File: src/rtl/serializer_pkg.sv
// Shared types and line levels for the nibble serializer.
// Frame states plus the fixed levels driven on the serial line.
package serializer_pkg;

  typedef enum logic [2:0] {
    S_IDLE,
    S_START,
    S_DATA,
    S_PARITY,
    S_STOP
  } ser_state_t;

  localparam logic LINE_IDLE = 1'b1;
  localparam logic START_BIT = 1'b0;
  localparam logic STOP_BIT  = 1'b1;

endpackage

File: src/rtl/bit_timer.sv
// Counts clk_2 cycles within one frame bit and flags the last cycle of each bit.
// With CLKS_PER_BIT=1 the counter is pinned at zero, so bit_end is high every cycle.
module bit_timer #(
  parameter int unsigned CLKS_PER_BIT = 1
) (
  input  logic clk_2,
  input  logic reset,
  input  logic clear,
  output logic bit_end
);

  localparam int TW = (CLKS_PER_BIT > 1) ? $clog2(CLKS_PER_BIT) : 1;
  localparam logic [TW-1:0] TERM = TW'(CLKS_PER_BIT - 1);

  logic [TW-1:0] count;

  assign bit_end = (count == TERM);

  always_ff @(posedge clk_2 or posedge reset) begin
    if (reset) begin
      count <= '0;
    end else if (clear || bit_end) begin
      count <= '0;
    end else begin
      count <= count + TW'(1);
    end
  end

endmodule

File: src/rtl/nibble_serializer.sv
// Sends a latched nibble as one frame: start(0), data LSB-first, optional even parity, stop(1).
// The line and status outputs are registered or pure state decode, so valid_in never reaches serial_out combinationally.
module nibble_serializer
  import serializer_pkg::*;
#(
  parameter int unsigned NBITS_DATA   = 4,
  parameter int unsigned PARITY_EN    = 1,
  parameter int unsigned CLKS_PER_BIT = 1
) (
  input  logic                  clk_2,
  input  logic                  reset,
  input  logic [NBITS_DATA-1:0] data_in,
  input  logic                  valid_in,
  output logic                  ready_out,
  output logic                  serial_out,
  output logic                  busy,
  output logic [2:0]            bit_idx,
  output logic                  done
);

  localparam int CW = (NBITS_DATA > 1) ? $clog2(NBITS_DATA) : 1;
  localparam logic [CW-1:0] LAST_BIT = CW'(NBITS_DATA - 1);

  ser_state_t            state;
  logic [NBITS_DATA-1:0] shreg;
  logic [NBITS_DATA-1:0] shreg_next;
  logic                  parity;
  logic [CW-1:0]         bit_cnt;
  logic                  bit_end;
  logic                  accept;
  logic                  leave_state;
  logic                  timer_clear;

  assign ready_out  = (state == S_IDLE);
  assign busy       = (state != S_IDLE);
  assign bit_idx    = 3'(bit_cnt);
  assign accept     = ready_out && valid_in;
  assign shreg_next = shreg >> 1;

  // Every busy state ends on bit_end, except DATA which only leaves after its last bit.
  assign leave_state = busy && bit_end && !((state == S_DATA) && (bit_cnt != LAST_BIT));
  assign timer_clear = accept || leave_state;

  bit_timer #(
    .CLKS_PER_BIT(CLKS_PER_BIT)
  ) u_bit_timer (
    .clk_2  (clk_2),
    .reset  (reset),
    .clear  (timer_clear),
    .bit_end(bit_end)
  );

  // serial_out is loaded with the level of the state being entered, so it changes on the same edge as state.
  always_ff @(posedge clk_2 or posedge reset) begin
    if (reset) begin
      state      <= S_IDLE;
      serial_out <= LINE_IDLE;
      done       <= 1'b0;
      shreg      <= '0;
      parity     <= 1'b0;
      bit_cnt    <= '0;
    end else begin
      done <= 1'b0;
      case (state)
        S_IDLE: begin
          serial_out <= LINE_IDLE;
          if (valid_in) begin
            shreg      <= data_in;
            parity     <= ^data_in;
            bit_cnt    <= '0;
            serial_out <= START_BIT;
            state      <= S_START;
          end
        end
        S_START: begin
          if (bit_end) begin
            serial_out <= shreg[0];
            state      <= S_DATA;
          end
        end
        S_DATA: begin
          if (bit_end) begin
            shreg <= shreg_next;
            if (bit_cnt == LAST_BIT) begin
              bit_cnt <= '0;
              if (PARITY_EN != 0) begin
                serial_out <= parity;
                state      <= S_PARITY;
              end else begin
                serial_out <= STOP_BIT;
                state      <= S_STOP;
              end
            end else begin
              bit_cnt    <= bit_cnt + CW'(1);
              serial_out <= shreg_next[0];
            end
          end
        end
        S_PARITY: begin
          if (bit_end) begin
            serial_out <= STOP_BIT;
            state      <= S_STOP;
          end
        end
        S_STOP: begin
          if (bit_end) begin
            serial_out <= LINE_IDLE;
            done       <= 1'b1;
            state      <= S_IDLE;
          end
        end
        default: begin
          serial_out <= LINE_IDLE;
          state      <= S_IDLE;
        end
      endcase
    end
  end

endmodule
File: config.mk
export PLATFORM = sky130hd
export DESIGN_NAME = nibble_serializer
export DESIGN_NICKNAME = d
export VERILOG_FILES = /design/src/rtl/serializer_pkg.sv /design/src/rtl/bit_timer.sv /design/src/rtl/nibble_serializer.sv
export SDC_FILE = /design/constraint.sdc
export NUM_CORES = 1
export LEC_CHECK = 0
export BUFFER_PORTS_ARGS = -buffer_cell sky130_fd_sc_hd__buf_2
export CAP_MARGIN = 20
export CORE_ASPECT_RATIO = 1.2
export CORE_MARGIN = 1.5
export CORE_UTILIZATION = 51
export DETAILED_ROUTE_END_ITERATION = 16
export GPL_ROUTABILITY_DRIVEN = 0
export PLACE_DENSITY = 0.74
export SLEW_MARGIN = 0
export SYNTH_ARGS = -nofsm -noshare
export SYNTH_HDL_FRONTEND = slang
export SYNTH_HIERARCHICAL = 1
export SYNTH_SLANG_ARGS = --single-unit
File: constraint.sdc
create_clock -name clk_2 -period 1.88 [get_ports clk_2]
set_input_delay 0.376 -clock clk_2 [delete_from_list [all_inputs] [get_ports clk_2]]
set_output_delay 0.376 -clock clk_2 [all_outputs]
set_load 0.02 [all_outputs]
==> results.ini <==
[job]
drv_cap=0

[drt]
drt-total-wl_um=1420
first_pass_iters=4
drt_iter0_markers=11
ant_nets=0
via_count=554
via_per_inst=5.23
drc=0
wire_per_inst_um=13.4

[power_and_ir_drop]
peakVddDrop_uv=750
finalPower_mw=1.42
total_leakage_power_nw=0.424
p_per_area_mw_per_mm2=1600

[layout]
final_area_um2=888
nNetsFinal=98
areaGrowthSynthToFinish_pct=12.0
num_antenna_cells=0
drive_gt1_frac=0.416
fin_cells=106
post-route-util=0.615
final_common_cell=buf_2
fillers=114
layout_common_cells=buf_2 (12), dfrtp_1 (11), inv_1 (6)

[sta]
finClkSkew_ns=0.000983
rsz0062_at_grt=no
fin_hold_ws_ns=0.369
tns_ns=0
clock.fmax_mhz=561
fin_ws_ns=0.0985
fin_crit_ns=1.78
finalSetupViolCount=0
finalMaxSlewViolations=0
finalHoldViolations=0
period_share=0.948

[synthesis]
netlist_area_um2=793
syn_area_per_cell_um2=10.7
yosys_warnings=6
syn_nets=82
synthCells=74

[global_routing]
antenna_found_initial=0
grt_pass1_vias=567
grt_max_degree=13
grt_pass1_wl_um=2370
gr-total-overflow=0
track_usage=0.199

[worst_setup_path]
critPathKind=flop to primary output
start_kind=flop
required_ns=1.50
worst_ep_arrival_time_ns=1.41
crit_fanout=11
end_kind=primary output

[clock_network]
cts_made_buffers=3
clk_latency_ns=0.27
clockRootBuffer=clkbuf_4
h-tree-depth=1
clkSinkCount=13
clockBufferDepth=2
clk_pin_slew_worst_paths_ns=0.08
cts_tree=built

[hold_path]
hp-class=input pin to flop

[floorplanning]
core_mm2=0.00145
initial_core_util=0.549
fp-row-count=15
die_w_um=39
ioPinCount=14
die_y_um=46.2
die_area_mm2=0.00180

[place]
dpl_cell_area_um2=851
pre_cts_slack_ns=0.262
port_buffers=12
dp.cells=101
hpwl_um=1110

[run_status]
status=finished clean

==> worst max-delay path: stages, from the launching register on <==
cell     delay [ns]
dfrtp_2        0.50
or3_4          0.43
inv_1          0.06
buf_2          0.15
==> state kept, by name (all words and copies together), names as in the netlist <==
signal             count
bit_cnt                2
done                   1
parity                 1
serial_out             1
shreg                  4
state                  3
u_bit_timer/count      1
==> repair_timing <==
| item | 4_1_cts | 5_1_grt |
|---|---|---|
| hold endpoints to repair | 1 | 0 |
| hold buffers | 1 | 0 |
| setup buffers | 0 | 0 |
| endpoints found under the setup margin | 0 | 1 |
| gates resized for setup | 0 | 1 |
==> path summary, 6_finish.rpt <==
| path | startpoint | endpoint | slack [ns] | cells after the start |
|---|---|---|---|---|
| max in group asynchronous | reset | serial_out | 0.86 | 3 |
| min in group asynchronous | reset | u_bit_timer/count | 0.51 | 3 |
| setup / recovery | state[2] | ready_out | 0.1 | 3 |
| hold reg to reg | shreg[0] | shreg[0] | 0.54 | 1 |
| hold / removal | data_in[3] | shreg[3] | 0.37 | 3 |
| setup reg to reg | state[1] | shreg[2] | 0.28 | 3 |
==> routing by layer <==
metal | routed length [µm] | track usage | part of all wire
met1 | 570 | 0.231 | 0.40
met2 | 782 | 0.337 | 0.55
met3 | 51 | 0.0290 | 0.036
met4 | 16 | 0.124 | 0.011
met5 | 0 | 0 | 0
==> power breakdown <==
part / internal, mW / switching (mW)
clock: 0.0821 / 0.0852
combinational: 0.371 / 0.350
sequential: 0.400 / 0.131
total: 0.853 / 0.565
==> cell type report <==
type / instances / area, µm² / share of cell area
sequential: 13 / 328 / 0.369
timing repair buffer: 16 / 92.6 / 0.104
clock buffer: 4 / 26.3 / 0.0296
multi-input combinational: 50 / 398 / 0.448
inverter: 6 / 22.5 / 0.0254
tap: 17 / 21.3 / 0.0239
Note: power is estimated with default switching activity, not from simulation.
